[src/rtl/spi_slave_rx.sv]
// Mode-0 SPI responder: oversamples sclk/mosi/cs in the clk domain, receives one WIDTH-bit word per cs frame.
// Optional frame_error reporting is enabled by defining SPI_SLAVE_FRAME_ERR_EN.
module spi_slave_rx #(
   parameter int unsigned WIDTH       = 16,
   parameter int unsigned SYNC_STAGES = 2
) (
   input  logic             clk,
   input  logic             reset,
   input  logic [WIDTH-1:0] data_to_tx,
   output logic [WIDTH-1:0] data_rx,
   output logic             transfer_done,
   output logic             transfer_busy,
   output logic             tx_latched,
`ifdef SPI_SLAVE_FRAME_ERR_EN
   output logic             frame_error,
`endif
   input  logic             sclk,
   input  logic             mosi,
   input  logic             cs,
   output logic             miso
);

   localparam int unsigned CNT_W = $clog2(WIDTH) + 1;

   typedef enum logic [1:0] {
      IDLE  = 2'd0,
      SHIFT = 2'd1,
      DONE  = 2'd2,
      WAIT  = 2'd3
   } state_t;

   state_t                 state;
   logic [SYNC_STAGES-1:0] sclk_sync;
   logic [SYNC_STAGES-1:0] mosi_sync;
   logic [SYNC_STAGES-1:0] cs_sync;
   logic                   sclk_d;
   logic                   cs_d;
   logic [WIDTH-1:0]       rx_shift;
   logic [WIDTH-2:0]       tx_shift;
   logic [CNT_W-1:0]       bit_cnt;

   logic sclk_s, mosi_s, cs_s;
   logic sclk_rise, sclk_fall, cs_rise, cs_fall;

   assign sclk_s    = sclk_sync[SYNC_STAGES-1];
   assign mosi_s    = mosi_sync[SYNC_STAGES-1];
   assign cs_s      = cs_sync[SYNC_STAGES-1];
   assign sclk_rise =  sclk_s & ~sclk_d;
   assign sclk_fall = ~sclk_s &  sclk_d;
   assign cs_rise   =  cs_s   & ~cs_d;
   assign cs_fall   = ~cs_s   &  cs_d;

   // tx_shift only holds the bits still to be sent; the MSB goes straight to miso at frame start
   always_ff @(posedge clk) begin
      if (reset) begin
         sclk_sync     <= '0;
         mosi_sync     <= '0;
         cs_sync       <= '0;
         sclk_d        <= 1'b0;
         cs_d          <= 1'b0;
         state         <= IDLE;
         rx_shift      <= '0;
         tx_shift      <= '0;
         bit_cnt       <= '0;
         data_rx       <= '0;
         transfer_done <= 1'b0;
         transfer_busy <= 1'b0;
         tx_latched    <= 1'b0;
         miso          <= 1'b0;
`ifdef SPI_SLAVE_FRAME_ERR_EN
         frame_error   <= 1'b0;
`endif
      end else begin
         sclk_sync     <= {sclk_sync[SYNC_STAGES-2:0], sclk};
         mosi_sync     <= {mosi_sync[SYNC_STAGES-2:0], mosi};
         cs_sync       <= {cs_sync[SYNC_STAGES-2:0], cs};
         sclk_d        <= sclk_s;
         cs_d          <= cs_s;
         transfer_done <= 1'b0;
         tx_latched    <= 1'b0;
`ifdef SPI_SLAVE_FRAME_ERR_EN
         frame_error   <= 1'b0;
`endif
         case (state)
            IDLE: begin
               if (cs_fall) begin
                  state         <= SHIFT;
                  tx_shift      <= data_to_tx[WIDTH-2:0];
                  miso          <= data_to_tx[WIDTH-1];
                  tx_latched    <= 1'b1;
                  bit_cnt       <= '0;
                  transfer_busy <= 1'b1;
               end
            end
            SHIFT: begin
               if (cs_rise) begin
                  state         <= IDLE;
                  transfer_busy <= 1'b0;
                  miso          <= 1'b0;
`ifdef SPI_SLAVE_FRAME_ERR_EN
                  frame_error   <= 1'b1;
`endif
               end else begin
                  if (sclk_rise) begin
                     rx_shift <= {rx_shift[WIDTH-2:0], mosi_s};
                     bit_cnt  <= bit_cnt + CNT_W'(1);
                     if (bit_cnt == CNT_W'(WIDTH - 1)) state <= DONE;
                  end
                  if (sclk_fall) begin
                     tx_shift <= {tx_shift[WIDTH-3:0], 1'b0};
                     miso     <= tx_shift[WIDTH-2];
                  end
               end
            end
            DONE: begin
               data_rx       <= rx_shift;
               transfer_done <= 1'b1;
               miso          <= 1'b0;
               state         <= WAIT;
            end
            WAIT: begin
               // level test also covers a cs rise that landed during the single DONE cycle
               if (cs_s) begin
                  state         <= IDLE;
                  transfer_busy <= 1'b0;
               end else if (sclk_rise) begin
`ifdef SPI_SLAVE_FRAME_ERR_EN
                  frame_error <= 1'b1;
`endif
               end
            end
            default: state <= IDLE;
         endcase
      end
   end

endmodule

[config.mk]
export PLATFORM = sky130hd
export DESIGN_NAME = spi_slave_rx
export DESIGN_NICKNAME = d
export VERILOG_FILES = /design/src/rtl/spi_slave_rx.sv
export SDC_FILE = /design/constraint.sdc
export NUM_CORES = 1
export LEC_CHECK = 0
export BUFFER_PORTS_ARGS = -buffer_cell sky130_fd_sc_hd__buf_2
export CORE_AREA = 3 3 57 111
export DETAILED_ROUTE_END_ITERATION = 10
export DIE_AREA = 0 0 60 114
export GPL_TIMING_DRIVEN = 0
export PLACE_DENSITY = 0.7
export SYNTH_ARGS = -nofsm -noshare
export SYNTH_HDL_FRONTEND = slang
export SYNTH_SLANG_ARGS = --single-unit
[constraint.sdc]
create_clock -name clk -period 2.97 [get_ports clk]
set_input_delay 0.4455 -clock clk [delete_from_list [all_inputs] [get_ports clk]]
set_output_delay 0.4455 -clock clk [all_outputs]
set_load 0.01 [all_outputs]
==> impl_metrics.ini, run 1 <==
[power_and_ir_drop]
p_int_mw = 1.31
power.leakage_nw = 1.22
vdd_drop_max_uv = 443
netSwitchingFraction_pct = 28.0
clkPwrFrac_pct = 36.7
pwr-share-comb_pct = 12.5
p_sw_mw = 0.509
power_mw = 1.81
pwr-share-seq_pct = 50.8
power_density_nw_per_um2 = 567

[drt]
drt-initial-drc-count = 67
wire_per_inst_um = 14.2
drc = 0
ant_nets = 0
viasPerCell = 5.42
first_pass_iters = 4
wirelength_um = 5750
vias = 2201

[global_route]
grt_overflow = 0
grt_antenna_before_repair = 0
grt_pass1_wl_um = 9780
grt_pass1_vias = 2260
grt_use_total_pct = 18.8
grt_max_degree = 14

[die]
die_w_um = 60
start_util_pct = 50.0
ios = 41
row_count = 38
coreArea_um2 = 5520
die_area_um2 = 6840
die_h_um = 114

[synth]
synth_common_cells = dfxtp_1, nand2_1, nor2_1
yosysMostFrequentCell = dfxtp_1
yosysWarningCount = 0
syn_area_um2 = 2760
yosys.area.top_type = dfxtp_1
syn-num-nets = 319
synth-seq-cells = 66
synthTopCellsByArea = dfxtp_1, mux2i_1, a21oi_1
syn_avg_cell_area_um2 = 9.47
synth-seq-area-share_pct = 48.0
synthArstFlopShare_pct = 0
synth.top_cell.area_share_pct = 48.0
synth_edf_count = 0
ys.flop_type = dfxtp_1
synth_cells = 291
ys_types = 42

[hold_path]
hp-class = in2reg

[timing]
finClkSkew_ps = 10.8
period_share_pct = 69.2
rsz0062_at_grt = false
worst-slew-pin-transition_ps = 610
hold_viol_final = 0
drv_slew = 0
slew_headroom_pct = 59.4
min_period_ps = 2060
fin_tns_setup_ps = 0
setup_violations = 0
fmax_ghz = 0.487
hold_slack_ps = 316
worst_slack_ps = 915

[outcome]
outcome = complete, no violations

[final_layout]
fin_cells = 406
layout.nets = 369
design_area_um2 = 3200
area_growth_syn_to_layout_pct = 16.2
drive_above_1_share_pct = 20.8
diodes = 0
final_util_pct = 58.1

[worst_setup_path]
critPathKind = reg2reg
critPathCaptureType = register
crit_required_ps = 3170
critPathArrivalTime_ps = 2260
worstPathMaxFanout = 10
critical_path.startpoint_type = register

[place]
place_ws_ps = 924
hpwl_um = 4340
gp_congestion = 0.874
port_buffers = 39
place_area_um2 = 3030
dp.cells = 390

[clocking]
cts_buffer_depth = 2
clk_pin_slew_ps = 70
cts_resized = 0
numClockSinks = 66
root_buffer = clkbuf_8
clk_latency_ps = 350
cts_tree = yes
htree_levels = 3
postCtsSetupRepairBufs = 0
cts_made_buffers = 9
ctsHoldBuffers = 0

[flow_run]
maxCapViolCount = 0
-- power groups by stage --
| stage | Sequential (mW) | Clock, mW | Combinational, mW |
|---|---|---|---|
| 2_1_floorplan | 0.942 | 0 | 0.168 |
| 6_report | 0.922 | 0.666 | 0.226 |
| 4_1_cts | 0.922 | 0.686 | 0.229 |
| 3_3_place_gp | 0.941 | 0 | 0.223 |
| 3_5_place_dp | 0.942 | 0 | 0.228 |
| 5_1_grt | 0.925 | 0.725 | 0.254 |
-- sequential cells by signal, summed over array words and instances, names as in the netlist, 2 cells and up, named ones only --
name / flops
data_rx: 16
rx_shift: 16
tx_shift: 15
bit_cnt: 5
cs_sync: 2
mosi_sync: 2
sclk_sync: 2
-- placed cells by master (no fill, tap or decap), types with 2 or more instances in the layout --
cell type	netlist	routed
o21ai_0	2	2
nand4_1	2	2
clkbuf_8	0	9
o211ai_1	4	4
o31ai_1	2	2
clkinv_4	0	2
nor3_1	3	3
or3_1	2	2
o21ai_2	2	2
dfxtp_1	66	66
nor2b_1	12	12
a21oi_1	27	27
nand2_1	34	34
nand3b_1	3	3
nor2_1	32	32
buf_2	4	43
clkinv_2	0	2
buf_6	2	2
clkbuf_1	8	8
nand3_1	3	3
a311oi_1	2	2
ha_1	7	7
buf_4	2	2
inv_6	0	2
a221oi_1	14	14
inv_1	7	7
buf_1	3	3
mux2i_1	30	30
-- critical path, cell delays in order, from the launching register on --
cell	delay, ps
dfxtp_1	360
inv_1	130
ha_1	300
inv_1	190
or3_1	500
o21ai_2	170
buf_6	180
a221oi_1	80
-- final cells by class --
class                           count  area, µm²
Fill cell                         528       2310
Clock inverter                      7       52.6
Clock buffer                        9        124
Timing Repair Buffer               39        195
Tap cell                           60       75.1
Buffer                             19       98.8
Multi-Input combinational cell    199       1310
Inverter                            7       26.3
Sequential cell                    66       1320
-- final timing paths --
check                     from            to  slack, ps  cells after the start
setup / recovery      state[0]  tx_shift[10]        910                      7
hold / removal              cs    cs_sync[0]        320                      2
setup reg to reg      state[0]  tx_shift[10]        910                      7
hold reg to reg   mosi_sync[1]   rx_shift[0]        440                      2
-- kinds of logic after synthesis --
logic type      after synthesis  share of synthesized area (%)
simple gates                104                           18.8
flops                        66                           48.0
compound gates               58                           14.6
mux                          30                           10.9
buf+inv                      26                           4.54
fa+ha+maj                     7                           3.18
-- metal layers --
metal	GRT usage, %	vias to the layer above	share of wire [%]	routed length (µm)
met5	0	-	0	0
met4	8.43	0	2.5	144
met3	5.32	14	4.0	228
met2	34.6	46	56	3210
met1	18.3	1017	38	2160
li1	-	1124	-	-
Note: power is estimated with default switching activity, not from simulation.
==> run 2: changes to the inputs <==
--- a/config.mk
+++ b/config.mk
@@ -10,7 +10,7 @@
 export DETAILED_ROUTE_END_ITERATION = 10
 export DIE_AREA = 0 0 60 114
 export GPL_TIMING_DRIVEN = 0
-export PLACE_DENSITY = 0.7
+export PLACE_DENSITY = 0.72
 export SYNTH_ARGS = -nofsm -noshare
 export SYNTH_HDL_FRONTEND = slang
 export SYNTH_SLANG_ARGS = --single-unit
==> constraint.sdc (replaced) <==
create_clock -name clk -period 1.7 [get_ports clk]
set_input_delay 0.255 -clock clk [delete_from_list [all_inputs] [get_ports clk]]
set_output_delay 0.255 -clock clk [all_outputs]
set_load 0.01 [all_outputs]
==> run 2 against run 1 <==
  * Combinational power increased by 110%
  * Register-to-register slack got worse by 850 ps
  * Total power increased by 110%
  * Global-route usage increased by 0.69 points
  * Fmax increased by 26%
  * Clock power increased to 2.6 times the previous value
  * Utilization increased by 5.8 points
  * Final area increased by 9.9%
  * Critical path depth unchanged
  * Routed wire length increased by 7.0%
==> impl_metrics.ini, run 2 (same netlist as run 1, synthesis figures left out) <==
[drt]
vias = 2289
wirelength_um = 6150
viasPerCell = 5.50
first_pass_iters = 5
ant_nets = 0
drc = 0
drt-initial-drc-count = 85
wire_per_inst_um = 14.8

[worst_setup_path]
regToRegSetupSlack_ps = 60
cp_top_family = simple AND/OR/NAND/NOR gates
timing.rr.end = tx_shift[13]
critPathCaptureType = register
critPathKind = reg2reg
cpMaxStageDelayCell = or3_4
path_depth = 7
crit_buf_inv = 3
cp_common_cell = inv_4
cp_cell_sequence = inv_4 -> ha_4 -> inv_4 -> or3_4 -> o21ai_4 -> buf_6 -> a221oi_1
crit_path_end = tx_shift[13]
crit_required_ps = 1900
max_stage_delay_ps = 420
ff2ff_path_depth = 7
critPathArrivalTime_ps = 1840
reg2reg_from = state[0]
worstPathMaxFanout = 6
critical_path.startpoint_type = register
setup.worst_path.start = state[0]

[timing]
slew_headroom_pct = 60.0
fmax_ghz = 0.611
drv_slew = 0
setup_violations = 0
worst_slack_ps = 62.7
fin_tns_setup_ps = 0
period_share_pct = 96.3
hold_slack_ps = 126
hold_viol_final = 0
finClkSkew_ps = 7.45
worst-slew-pin-transition_ps = 599
min_period_ps = 1640

[clocking]
cts_buffer_depth = 2
ctsHoldBuffers = 0
root_buffer = clkbuf_8
numClockSinks = 66
cts_tree = yes
clk_pin_slew_ps = 70
clk_latency_ps = 340
htree_levels = 3
cts_made_buffers = 9

[global_route]
grt_max_degree = 13
grt_pass1_vias = 2325
grt_antenna_before_repair = 0
grt_overflow = 0
grt_pass1_wl_um = 10100
grt_use_total_pct = 19.5

[place]
place_ws_ps = -288
port_buffers = 39
gp_congestion = 0.853
hpwl_um = 4380
place_area_um2 = 3030
dp.cells = 390

[power_and_ir_drop]
power_density_nw_per_um2 = 1090
power.leakage_nw = 1.37
vdd_drop_max_uv = 1100
power_mw = 3.84

[outcome]
outcome = complete, no violations

[hold_path]
hp-class = in2reg

[die]
coreArea_um2 = 5520
die_h_um = 114
die_w_um = 60
die_area_um2 = 6840
start_util_pct = 50.0
ios = 41
row_count = 38

[final_layout]
design_area_um2 = 3520
fin_cells = 416
multi_input_area_um2 = 1410
drive_above_1_share_pct = 29.5
final_common_cell = dfxtp_1
final_util_pct = 63.8
ff_latch_area_um2 = 1330
n_fill_cell = 453
final_cell_mix = dfxtp_1, buf_2, nand2_1, nor2_1, mux2i_1
diodes = 0
area_growth_syn_to_layout_pct = 27.7
top_regs = data_rx: 16 flops, rx_shift: 16 flops, tx_shift: 15 flops
layout.nets = 379

[flow_run]
maxCapViolCount = 0
-- run 2: cell types whose count changed in the layout (fill, tap and decap cells not counted), moves of 3 or more --
cell / before / now
bufinv_16: 0 / 4
dfxtp_1: 66 / 62
buf_2: 43 / 40
buf_6: 2 / 7
dfxtp_2: 0 / 3
inv_1: 7 / 4
inv_4: 0 / 3
buf_4: 2 / 11
-- run 2: area by class of cell --
class / instances / area share (%)
Multi-Input combinational cell: 199 / 40.1
Sequential cell: 66 / 37.8
Timing Repair Buffer: 49 / 7.79
Tap cell: 60 / 2.13
Buffer: 19 / 3.77
Clock inverter: 7 / 4.02
Clock buffer: 9 / 3.52
Inverter: 7 / 0.960
-- run 2: worst min path at each step --
stage / from / endpoint / slack [ps] / cells after the start
after floorplan: cs / cs_sync[0] / 380 / 1
after global placement: mosi_sync[0] / mosi_sync[1] / 420 / 1
after detailed placement: mosi_sync[0] / mosi_sync[1] / 420 / 1
after CTS: mosi / mosi_sync[0] / 120 / 2
after global routing: cs / cs_sync[0] / 110 / 2
final: cs / cs_sync[0] / 130 / 2
-- run 2: report_power, final --
group | internal (mW) | total [mW] | leakage, nW | switching [mW]
Sequential | 1.59 | 1.62 | 0.536 | 0.0340
Clock | 1.12 | 1.73 | 0.129 | 0.611
Combinational | 0.217 | 0.484 | 0.705 | 0.267
Total | 2.93 | 3.84 | 1.37 | 0.912
-- run 2: routing by layer --
metal,vias to the layer above,GRT usage [%],wire length [µm]
li1,1144,-,-
met1,1066,19.2,2240
met2,55,35.0,3350
met3,24,4.98,258
met4,0,10.8,307
met5,-,0,0
-- run 2: worst reg2reg max path, delay by kind of cell, from the launching register on --
family	cells	cell delay [ps]
buffers and inverters	3	310
DFF	1	380
adders and majority gates	1	190
AOI/OAI and AO/OA	2	200
and+or+nand+nor	1	420
-- run 2: repair_timing --
item	4_1_cts	5_1_grt
endpoints found under the setup margin	49	36
buffers inserted	6	3
gates cloned	1	0
gates resized for setup	24	21
pin swaps	2	3
==> run 3: changes to the inputs <==
--- a/config.mk
+++ b/config.mk
@@ -6,11 +6,11 @@
 export NUM_CORES = 1
 export LEC_CHECK = 0
 export BUFFER_PORTS_ARGS = -buffer_cell sky130_fd_sc_hd__buf_2
-export CORE_AREA = 3 3 57 111
+export CORE_AREA = 3 3 72 88
 export DETAILED_ROUTE_END_ITERATION = 10
-export DIE_AREA = 0 0 60 114
+export DIE_AREA = 0 0 75 91
 export GPL_TIMING_DRIVEN = 0
-export PLACE_DENSITY = 0.72
+export PLACE_DENSITY = 0.73
 export SYNTH_ARGS = -nofsm -noshare
 export SYNTH_HDL_FRONTEND = slang
 export SYNTH_SLANG_ARGS = --single-unit
==> run 3 against run 2 <==
  * Global-route usage rose by 0.13 points
  * Hold slack improved by 1.6 ps
  * Sequential power barely moved
  * Register-to-register slack worse by 20 ps
  * Routed wire length is 1.1% higher
  * Die area decreased by 0.22%
  * Final area down 0.18%
  * Combinational power up 4%
  * Fmax is 1.4% lower
  * Cell count up 2.9%
==> impl_metrics.ini, run 3 (same netlist as run 1, synthesis figures left out) <==
[outcome]
outcome = complete, no violations

[clocking]
numClockSinks = 66
cts_tree = yes
cts_buffer_depth = 2
cts_made_buffers = 9
root_buffer = clkbuf_8
ctsHoldBuffers = 0
htree_levels = 3
clk_latency_ps = 340
clk_pin_slew_ps = 70

[final_layout]
final_common_cell = dfxtp_1
n_fill_cell = 471
ff_latch_area_um2 = 1330
diodes = 0
area_growth_syn_to_layout_pct = 27.5
top_regs = data_rx: 16 flops, rx_shift: 16 flops, tx_shift: 15 flops
layout.nets = 388
final_cell_mix = dfxtp_1, buf_2, nand2_1, nor2_1, mux2i_1
multi_input_area_um2 = 1400
drive_above_1_share_pct = 29.9

[power_and_ir_drop]
p_int_mw = 2.56
pwr-share-seq_pct = 46.8
vdd_drop_max_uv = 608
clkPwrFrac_pct = 38.7
pwr-share-comb_pct = 14.5
netSwitchingFraction_pct = 26.0
p_sw_mw = 0.899
power.leakage_nw = 1.38
power_density_nw_per_um2 = 986

[timing]
slew_headroom_pct = 62.9
hold_slack_ps = 128
fin_tns_setup_ps = 0
rsz0062_at_grt = true
finClkSkew_ps = 9.21
hold_viol_final = 0
drv_slew = 0
setup_violations = 0
fmax_ghz = 0.602
worst-slew-pin-transition_ps = 557
min_period_ps = 1660
period_share_pct = 97.7

[hold_path]
hp-class = in2reg
min_delay_path_depth = 2

[drt]
drc = 0
vias = 2332
wirelength_um = 6220
first_pass_iters = 5
viasPerCell = 5.45
ant_nets = 0
drt-initial-drc-count = 205
wire_per_inst_um = 14.5

[worst_setup_path]
worstPathMaxFanout = 8
critPathKind = reg2reg
crit_buf_inv = 2
cpMaxStageDelayCell = dfxtp_1
crit_required_ps = 1940
max_stage_delay_ps = 420
cp_top_family = compound AO/OA/AOI/OAI gates
cp_cell_sequence = nand2b_4 -> buf_6 -> a21boi_4 -> o21ai_4 -> buf_6 -> a221oi_1
critical_path.startpoint_type = register
critPathCaptureType = register
path_depth = 6
critPathArrivalTime_ps = 1900
ff2ff_path_depth = 6
cp_common_cell = buf_6

[die]
coreArea_um2 = 5590
die_w_um = 75
die_area_um2 = 6830
die_h_um = 91
ios = 41
row_count = 30
start_util_pct = 49.3

[place]
port_buffers = 39
gp_congestion = 0.818
hpwl_um = 3980

[global_route]
grt_antenna_before_repair = 0
grt_use_total_pct = 19.6
grt_overflow = 0
grt_max_degree = 12
grt_pass1_vias = 2269
grt_pass1_wl_um = 10400

[flow_run]
maxCapViolCount = 0
==> run 3: what timing repair did <==
item                                    CTS  global route
gates resized for setup                  24            15
buffers inserted                         10             7
endpoints found under the setup margin   46            35
gates cloned                              1             1
pin swaps                                 3             2
==> run 3: stage by stage <==
| stage | area (µm²) | total power [mW] | cells | util [%] | worst slack, ps |
|---|---|---|---|---|---|
| 5_1_grt | 3510 | 3.62 | 428 | 62.8 | -55.2 |
| 4_1_cts | 3390 | 3.46 | 420 | 60.6 | -1.69 |
| 3_3_place_gp | 3030 | 2.04 | 394 | 54.2 | -254 |
| 6_report | 3510 | 3.46 | 428 | 62.8 | 38.8 |
| 3_5_place_dp | 3030 | 2.05 | 394 | 54.2 | -287 |
| 2_1_floorplan | 2760 | 1.94 | 291 | - | 25.5 |
==> run 3: final timing paths <==
kind / startpoint / endpoint / slack (ps)
setup / recovery: cs_sync[1] / tx_shift[9] / 40
hold reg to reg: mosi_sync[1] / rx_shift[0] / 440
hold / removal: mosi / mosi_sync[0] / 130
setup reg to reg: cs_sync[1] / tx_shift[9] / 40
==> run 3: layer usage <==
metal	global-route usage (%)	vias to the layer above	share of wire [%]
li1	-	1159	-
met1	23.8	1097	43
met2	31.8	61	51
met3	5.65	15	4.7
met4	8.01	0	2.0
met5	0	-	0
==> run 3: power groups by stage <==
stage	clock, mW	sequential [mW]	combinational, mW
2_1_floorplan	0	1.64	0.297
3_3_place_gp	0	1.65	0.392
5_1_grt	1.44	1.62	0.554
4_1_cts	1.37	1.61	0.468
3_5_place_dp	0	1.65	0.400
6_report	1.34	1.62	0.503
==> run 3: cell type report <==
cell class	instances	area share, %
multi-input combinational	199	39.7
tap	64	2.28
buffer	19	3.74
inverter	7	0.890
timing repair buffer	58	9.83
clock buffer	11	4.31
clock inverter	4	1.46
sequential	66	37.7
